<file path="src/rtl/ssvga_line_reader_pkg.sv">
// Shared constants for the VGA line reader: bank geometry, pixel width and FSM encodings.
package ssvga_line_reader_pkg;

  localparam int unsigned SsvgaBanks  = 2;
  localparam int unsigned SsvgaBankAw = 7;
  localparam int unsigned RamAw       = SsvgaBankAw + 1;
  localparam int unsigned PixW        = 8;
  localparam int unsigned HwordW      = 16;

  localparam logic [1:0] StIdle  = 2'd0;
  localparam logic [1:0] StBlank = 2'd1;
  localparam logic [1:0] StRun   = 2'd2;

  // Line RAM address: bank select on top, halfword index below.
  function automatic logic [RamAw-1:0] bank_addr(input logic bank,
                                                 input logic [SsvgaBankAw-1:0] idx);
    return {bank, idx};
  endfunction

endpackage

</file>
<file path="src/rtl/ssvga_line_reader_pixbuf.sv">
// Two-entry halfword FIFO that hands out the low byte then the high byte of its head entry.
// Flush drops all entries and any push in the same cycle.
module ssvga_line_reader_pixbuf
  import ssvga_line_reader_pkg::*;
(
  input  logic              clk_i,
  input  logic              rst_i,
  input  logic              flush_i,
  input  logic              push_i,
  input  logic [HwordW-1:0] push_data_i,
  input  logic              pop_i,
  output logic              empty_o,
  output logic [1:0]        count_o,
  output logic [PixW-1:0]   byte_o
);

  logic [HwordW-1:0] mem_q [2];
  logic              rd_ptr_q, rd_ptr_d;
  logic              wr_ptr_q, wr_ptr_d;
  logic              byte_sel_q, byte_sel_d;
  logic [1:0]        cnt_q, cnt_d;
  logic              consume, pop_entry;
  logic [HwordW-1:0] head;

  assign head      = mem_q[rd_ptr_q];
  assign consume   = pop_i && (cnt_q != 2'd0);
  // The head entry leaves only once its high byte has gone out.
  assign pop_entry = consume && byte_sel_q;

  assign empty_o = (cnt_q == 2'd0);
  assign count_o = cnt_q;
  assign byte_o  = byte_sel_q ? head[HwordW-1:PixW] : head[PixW-1:0];

  // Next-state for pointers, occupancy and byte selector; flush wins over push/pop.
  always_comb begin
    rd_ptr_d   = rd_ptr_q;
    wr_ptr_d   = wr_ptr_q;
    byte_sel_d = byte_sel_q;
    cnt_d      = cnt_q;
    if (flush_i) begin
      rd_ptr_d   = 1'b0;
      wr_ptr_d   = 1'b0;
      byte_sel_d = 1'b0;
      cnt_d      = 2'd0;
    end else begin
      if (push_i)    wr_ptr_d   = ~wr_ptr_q;
      if (consume)   byte_sel_d = ~byte_sel_q;
      if (pop_entry) rd_ptr_d   = ~rd_ptr_q;
      cnt_d = cnt_q + {1'b0, push_i} - {1'b0, pop_entry};
    end
  end

  // State and storage registers.
  always_ff @(posedge clk_i) begin
    if (rst_i) begin
      rd_ptr_q   <= 1'b0;
      wr_ptr_q   <= 1'b0;
      byte_sel_q <= 1'b0;
      cnt_q      <= 2'd0;
      mem_q[0]   <= '0;
      mem_q[1]   <= '0;
    end else begin
      rd_ptr_q   <= rd_ptr_d;
      wr_ptr_q   <= wr_ptr_d;
      byte_sel_q <= byte_sel_d;
      cnt_q      <= cnt_d;
      if (push_i && !flush_i) mem_q[wr_ptr_q] <= push_data_i;
    end
  end

endmodule

</file>
<file path="src/rtl/ssvga_line_reader.sv">
// VGA line reader: drains one ping-pong bank of the line RAM per active line, unpacks
// halfwords into 8bpp pixels and releases each bank back to the fetcher when done.
// Optional feature: define SSVGA_LINE_UNDERRUN_CNT_EN to add the saturating underrun_cnt_o.
module ssvga_line_reader
  import ssvga_line_reader_pkg::*;
#(
  parameter int unsigned Hwords = 128
) (
  input  logic                  clk_i,
  input  logic                  rst_i,
  input  logic                  line_start_i,
  input  logic                  pix_en_i,
  output logic [PixW-1:0]       pix_data_o,
  output logic                  pix_valid_o,
  output logic                  underrun_o,
  input  logic [SsvgaBanks-1:0] bank_rdy_i,
  output logic [SsvgaBanks-1:0] bank_rel_o,
  output logic [RamAw-1:0]      ram_addr_o,
  output logic                  ram_en_o,
  output logic                  ram_we_o,
  output logic [HwordW-1:0]     ram_di_o,
  input  logic [HwordW-1:0]     ram_do_i
`ifdef SSVGA_LINE_UNDERRUN_CNT_EN
  ,
  output logic [15:0]           underrun_cnt_o
`endif
);

  localparam int unsigned IdxW    = SsvgaBankAw + 1;
  localparam int unsigned PixCntW = SsvgaBankAw + 2;
  localparam logic [IdxW-1:0]    IdxEnd  = IdxW'(Hwords);
  localparam logic [PixCntW-1:0] LastPix = PixCntW'(2 * Hwords - 1);

  logic [1:0]             state_q, state_d;
  logic                   cur_bank_q, cur_bank_d;
  logic [IdxW-1:0]        idx_q, idx_d;
  logic [PixCntW-1:0]     pix_cnt_q, pix_cnt_d;
  logic                   rd_vld_q;

  logic                   consume, release_bank, issue, underrun;
  logic [SsvgaBankAw-1:0] rd_idx;
  logic                   buf_empty;
  logic [1:0]             buf_cnt;
  logic [PixW-1:0]        buf_byte;

  // Line control: consume/underrun, bank release, read issue and line_start evaluation.
  always_comb begin
    state_d      = state_q;
    cur_bank_d   = cur_bank_q;
    idx_d        = idx_q;
    pix_cnt_d    = pix_cnt_q;
    consume      = 1'b0;
    release_bank = 1'b0;
    issue        = 1'b0;
    underrun     = 1'b0;
    // A new line always fetches from halfword 0 in its own start cycle.
    rd_idx       = line_start_i ? '0 : idx_q[SsvgaBankAw-1:0];

    if (state_q == StRun) begin
      if (pix_en_i) begin
        if (buf_empty) begin
          underrun = 1'b1;
        end else begin
          consume   = 1'b1;
          pix_cnt_d = pix_cnt_q + PixCntW'(1);
        end
      end
      // Completed or aborted line: exactly one release and toggle.
      if (line_start_i || (consume && (pix_cnt_q == LastPix))) begin
        release_bank = 1'b1;
        cur_bank_d   = ~cur_bank_q;
        state_d      = StIdle;
      end else if ((idx_q < IdxEnd) && (({1'b0, buf_cnt} + {2'b00, rd_vld_q}) < 3'd2)) begin
        issue = 1'b1;
      end
    end

    if (line_start_i) begin
      pix_cnt_d = '0;
      if (bank_rdy_i[cur_bank_d]) begin
        state_d = StRun;
        issue   = 1'b1;
      end else begin
        state_d  = StBlank;
        underrun = 1'b1;
      end
    end

    if (issue) begin
      idx_d = {1'b0, rd_idx} + IdxW'(1);
    end else if (line_start_i) begin
      idx_d = '0;
    end
  end

  // Bank release pulse on the bank that was being drained.
  always_comb begin
    bank_rel_o             = '0;
    bank_rel_o[cur_bank_q] = release_bank;
  end

  assign pix_valid_o = consume;
  assign pix_data_o  = consume ? buf_byte : '0;
  assign underrun_o  = underrun;
  assign ram_en_o    = issue;
  assign ram_addr_o  = bank_addr(cur_bank_d, rd_idx);
  assign ram_we_o    = 1'b0;
  assign ram_di_o    = '0;

  // Control registers; rd_vld_q marks that ram_do_i carries data this cycle.
  always_ff @(posedge clk_i) begin
    if (rst_i) begin
      state_q    <= StIdle;
      cur_bank_q <= 1'b0;
      idx_q      <= '0;
      pix_cnt_q  <= '0;
      rd_vld_q   <= 1'b0;
    end else begin
      state_q    <= state_d;
      cur_bank_q <= cur_bank_d;
      idx_q      <= idx_d;
      pix_cnt_q  <= pix_cnt_d;
      rd_vld_q   <= issue;
    end
  end

  // In-flight data belonging to an aborted line is dropped by suppressing its push.
  ssvga_line_reader_pixbuf u_pixbuf (
    .clk_i       (clk_i),
    .rst_i       (rst_i),
    .flush_i     (line_start_i),
    .push_i      (rd_vld_q && !line_start_i),
    .push_data_i (ram_do_i),
    .pop_i       (consume),
    .empty_o     (buf_empty),
    .count_o     (buf_cnt),
    .byte_o      (buf_byte)
  );

`ifdef SSVGA_LINE_UNDERRUN_CNT_EN
  logic [15:0] ucnt_q, ucnt_d;

  // Saturating count of underrun pulses; only reset clears it.
  always_comb begin
    ucnt_d = ucnt_q;
    if (underrun && (ucnt_q != 16'hFFFF)) ucnt_d = ucnt_q + 16'd1;
  end

  // Counter register.
  always_ff @(posedge clk_i) begin
    if (rst_i) ucnt_q <= '0;
    else       ucnt_q <= ucnt_d;
  end

  assign underrun_cnt_o = ucnt_q;
`endif

endmodule

</file>
<file path="config.mk">
export PLATFORM = sky130hd
export DESIGN_NAME = ssvga_line_reader
export DESIGN_NICKNAME = d
export VERILOG_FILES = /design/src/rtl/ssvga_line_reader_pkg.sv /design/src/rtl/ssvga_line_reader_pixbuf.sv /design/src/rtl/ssvga_line_reader.sv
export SDC_FILE = /design/constraint.sdc
export NUM_CORES = 1
export LEC_CHECK = 0
export ABC_AREA = 1
export CORE_MARGIN = 2
export CORE_UTILIZATION = 51
export DETAILED_ROUTE_END_ITERATION = 10
export PLACE_DENSITY_LB_ADDON = 0.3
export RECOVER_POWER = 50
export SKIP_LAST_GASP = 1
export SLEW_MARGIN = 20
export SYNTH_ARGS = -nofsm -noshare
export SYNTH_HDL_FRONTEND = slang
export SYNTH_SLANG_ARGS = --single-unit
</file>
<file path="constraint.sdc">
create_clock -name clk_i -period 2.6 [get_ports clk_i]
set_input_delay 0.52 -clock clk_i [delete_from_list [all_inputs] [get_ports clk_i]]
set_output_delay 0.52 -clock clk_i [all_outputs]
set_load 0.02 [all_outputs]
</file>
==> impl_metrics.xml <==
<?xml version="1.0" encoding="UTF-8"?>
<metrics>
  <group name="die">
    <metric name="design.portCount" unit="">60</metric>
    <metric name="starting_density_of_the_core" unit="%">53.1</metric>
    <metric name="row_count" unit="">27</metric>
    <metric name="fp.coreArea" unit="um^2">5570</metric>
    <metric name="die_width" unit="um">80.2</metric>
    <metric name="fp.dieH" unit="um">80.2</metric>
    <metric name="die_area" unit="um^2">6430</metric>
  </group>
  <group name="timing">
    <metric name="setup_viol" unit="">4</metric>
    <metric name="min_period" unit="ns">2.80</metric>
    <metric name="final_critical_path_setup_slack" unit="ns">-0.200</metric>
    <metric name="max_freq" unit="MHz">357</metric>
    <metric name="timing_hold_violations_final" unit="">0</metric>
    <metric name="clock_tree_skew_after_final_layout" unit="ns">0.00458</metric>
    <metric name="grt_setup_unrepaired" unit="">true</metric>
    <metric name="final.period_utilization" unit="%">108</metric>
    <metric name="timing_max_transition_violations_final" unit="">0</metric>
  </group>
  <group name="layout">
    <metric name="post_route_cells_drive_above_1_share" unit="%">22.7</metric>
    <metric name="antenna_cells_inserted" unit="">0</metric>
    <metric name="finish.utilization" unit="%">69.9</metric>
    <metric name="area_growth" unit="%">31.5</metric>
    <metric name="n_fill_cell" unit="">435</metric>
    <metric name="nets" unit="">432</metric>
    <metric name="post-route-cell-area" unit="um^2">3890</metric>
  </group>
  <group name="setup_path">
    <metric name="critPathLaunchType" unit="">flip-flop</metric>
    <metric name="worst-path-max-fanout" unit="">3</metric>
    <metric name="worst-endpoint-required" unit="ns">2.08</metric>
    <metric name="r2r_cells" unit="">16</metric>
    <metric name="worst-setup-path-type" unit="">flip-flop to primary output</metric>
    <metric name="timing.critical_path.arrival" unit="ns">2.28</metric>
    <metric name="cp-end-kind" unit="">primary output</metric>
  </group>
  <group name="grt">
    <metric name="grt-ovfl-total" unit="">0</metric>
    <metric name="grt_pass1_wl" unit="mm">9.39</metric>
    <metric name="grt_antenna_before_repair" unit="">0</metric>
    <metric name="grtUsageTotal" unit="%">19.7</metric>
    <metric name="largest_net_degree_at_the_start_of_global_routing" unit="">17</metric>
    <metric name="via_count_of_the_first_global_routing_pass" unit="">2159</metric>
  </group>
  <group name="detailed_routing">
    <metric name="dr_total_vias" unit="">2344</metric>
    <metric name="drt_drc_violations_left" unit="">0</metric>
    <metric name="avgRoutedWirePerCell" unit="um">12.7</metric>
    <metric name="wl" unit="mm">6.11</metric>
    <metric name="detail-route-antenna-nets" unit="">0</metric>
    <metric name="via_per_inst" unit="">4.86</metric>
    <metric name="drt_first_iter_violations" unit="">77</metric>
    <metric name="dr.pass1.iters" unit="">4</metric>
  </group>
  <group name="pwr">
    <metric name="vdd.ir_drop.worst" unit="V">0.000358</metric>
    <metric name="leakage" unit="nW">1.65</metric>
    <metric name="power_per_cell_area" unit="nW/um^2">544</metric>
  </group>
  <group name="place">
    <metric name="finalWeightedCongestion" unit="">0.867</metric>
    <metric name="dpl_cell_area" unit="um^2">3610</metric>
    <metric name="detailed_place_hpwl" unit="mm">4.23</metric>
    <metric name="placement.io_buffers" unit="">42</metric>
  </group>
  <group name="clock_tree">
    <metric name="cts-buffers-inserted" unit="">9</metric>
    <metric name="clkLatencyLatePin" unit="ns">0.33</metric>
    <metric name="worst_setup_hold_path_clk_slew" unit="ns">0.06</metric>
    <metric name="longest_clk_path_bufs" unit="">2</metric>
    <metric name="cts-hold-fix-buffers" unit="">0</metric>
    <metric name="cts_num_sinks" unit="">59</metric>
    <metric name="root_buffer" unit="">sky130_fd_sc_hd__clkbuf_8</metric>
    <metric name="cts_tree" unit="">built</metric>
    <metric name="htreeDepth" unit="">3</metric>
  </group>
  <group name="logic_synthesis">
    <metric name="synthCells" unit="">324</metric>
    <metric name="post_syn_area_per_cell" unit="um^2">9.14</metric>
    <metric name="synthesis.area" unit="um^2">2960</metric>
    <metric name="number_of_distinct_standard_cells_referenced_by_the_synthesized_netlist" unit="">33</metric>
    <metric name="seq_area_frac_synth" unit="%">50.7</metric>
    <metric name="synthesized_flop_and_latch_total" unit="">59</metric>
    <metric name="ys.warnings.count" unit="">0</metric>
  </group>
  <group name="status">
    <metric name="violations" unit="">negative setup slack</metric>
    <metric name="status" unit="">finished, violations left</metric>
  </group>
  <group name="hold_path">
    <metric name="min_path_type" unit="">flip-flop to flip-flop</metric>
    <metric name="hold_path_depth" unit="">2</metric>
  </group>
  <group name="flow_run">
    <metric name="max-cap-violations" unit="">0</metric>
  </group>
</metrics>
[layer usage]
layer / share of wire, % / wire (um) / global-route usage, % / vias up
met1: 41 / 2510 / 22.1 / 1084
met5: 0 / 0 / 0 / -
met4: 3.3 / 202 / 12.5 / 0
li1: - / - / - / 1173
met3: 4.4 / 268 / 3.93 / 21
met2: 51 / 3130 / 33.9 / 66
[path summary, 6_finish.rpt]
| path | startpoint | end | slack (ns) |
|---|---|---|---|
| max | pix_cnt_q[1] | underrun_o | -0.20 |
| min | state_q[1] | state_q[1] | 0.47 |
| max reg2reg | pix_cnt_q[1] | idx_q[2] | 0.39 |
| min reg2reg | state_q[1] | state_q[1] | 0.47 |
[logic make-up after synthesis]
kind of cell	count (synthesis)	synth area share, %
xor gates and xnor gates	7	2.07
and+or+nand+nor	115	19.3
AOI/OAI and AO/OA	40	7.22
other	1	0.127
muxes	16	5.41
adders and majority gates	5	2.11
buffers and inverters	81	13.0
DFF	59	50.7
[registers in the layout, summed over array words and instances (netlist names), 2 cells and up, named ones only]
signal / flops
state_q: 2
pix_cnt_q: 9
idx_q: 8
u_pixbuf.mem_q: 32
u_pixbuf.count_o: 2
[placed cells by master, fill, tap and decap left out, types with 9 or more instances in the layout]
master,synthesis,final
sky130_fd_sc_hd__dfxtp_1,27,25
sky130_fd_sc_hd__nand2_1,29,27
sky130_fd_sc_hd__nand3_1,12,11
sky130_fd_sc_hd__clkdlybuf4s50_1,0,28
sky130_fd_sc_hd__nor2_1,49,48
sky130_fd_sc_hd__buf_4,19,38
sky130_fd_sc_hd__a21oi_1,20,20
sky130_fd_sc_hd__conb_1,1,17
sky130_fd_sc_hd__edfxtp_1,32,32
sky130_fd_sc_hd__mux2i_1,16,16
sky130_fd_sc_hd__inv_1,52,51
sky130_fd_sc_hd__clkbuf_8,0,9
[through the flow]
stage	worst slack [ns]	instances	TNS (ns)	hold WS [ns]	power, W
after floorplan	0.243	340	0	0.433	0.00118
after global placement	-0.260	462	-2.46	0.455	0.00124
after detailed placement	-0.341	462	-3.07	0.458	0.00125
after CTS	-0.220	478	-0.582	0.468	0.00211
after global routing	-0.333	482	-1.19	0.483	0.00219
final	-0.200	482	-0.587	0.467	0.00212
[synth_stat cells (all sizes together)]
cell type | n | area (um^2)
nor2 | 52 | 208
edfxtp | 32 | 961
o22ai | 8 | 50.1
and3 | 1 | 6.26
a21oi | 21 | 109
ha | 5 | 62.6
mux2i | 16 | 160
dfxtp | 27 | 541
clkinv | 2 | 12.5
conb | 1 | 3.75
nand3 | 18 | 128
xnor2 | 3 | 26.3
nand4 | 1 | 6.26
nand2 | 37 | 184
xor2 | 4 | 35.0
inv | 53 | 199
clkbuf | 3 | 11.3
or2 | 1 | 6.26
o21ai | 11 | 55.1
buf | 23 | 163
nor3 | 5 | 35.0
[repair_timing]
item / in CTS / in global routing
endpoints found under the setup margin: 13 / 12
buffers inserted: 0 / 4
gates resized for setup: 29 / 37
pin swaps: 2 / 7
[cell type report]
| cell class | count | area [um^2] | area share, % |
|---|---|---|---|
| Clock inverter | 6 | 80.1 | 2.06 |
| Clock buffer | 10 | 128 | 3.28 |
| Timing Repair Buffer | 80 | 684 | 17.6 |
| Sequential cell | 59 | 1500 | 38.6 |
| Multi-Input combinational cell | 200 | 1200 | 30.7 |
| Inverter | 55 | 211 | 5.43 |
| Tap cell | 72 | 90.1 | 2.31 |
[power breakdown]
group | switching, W | total, W | leakage (nW) | internal (W)
clock network | 0.000348 | 0.000879 | 0.101 | 0.000531
registers | 0.0000117 | 0.00102 | 0.552 | 0.00101
logic | 0.000127 | 0.000216 | 1.00 | 0.0000897
total | 0.000486 | 0.00212 | 1.65 | 0.00163
[worst max-delay path, cell delays in order, from the launching register on]
cell and delay (ns):
sky130_fd_sc_hd__dfxtp_2 0.36, sky130_fd_sc_hd__ha_4 0.15, sky130_fd_sc_hd__nand3_2 0.08, sky130_fd_sc_hd__nor3_2 0.17
sky130_fd_sc_hd__and3_1 0.19, sky130_fd_sc_hd__ha_2 0.18, sky130_fd_sc_hd__nand3_2 0.09, sky130_fd_sc_hd__nand2_4 0.11
sky130_fd_sc_hd__nand2_4 0.06, sky130_fd_sc_hd__nand2_4 0.10, sky130_fd_sc_hd__nand2_4 0.06, sky130_fd_sc_hd__nand2_4 0.08
sky130_fd_sc_hd__nand2_2 0.05, sky130_fd_sc_hd__nand2_2 0.08, sky130_fd_sc_hd__o21ai_2 0.06, sky130_fd_sc_hd__buf_6 0.13
Power figures use the tool's default switching activity.
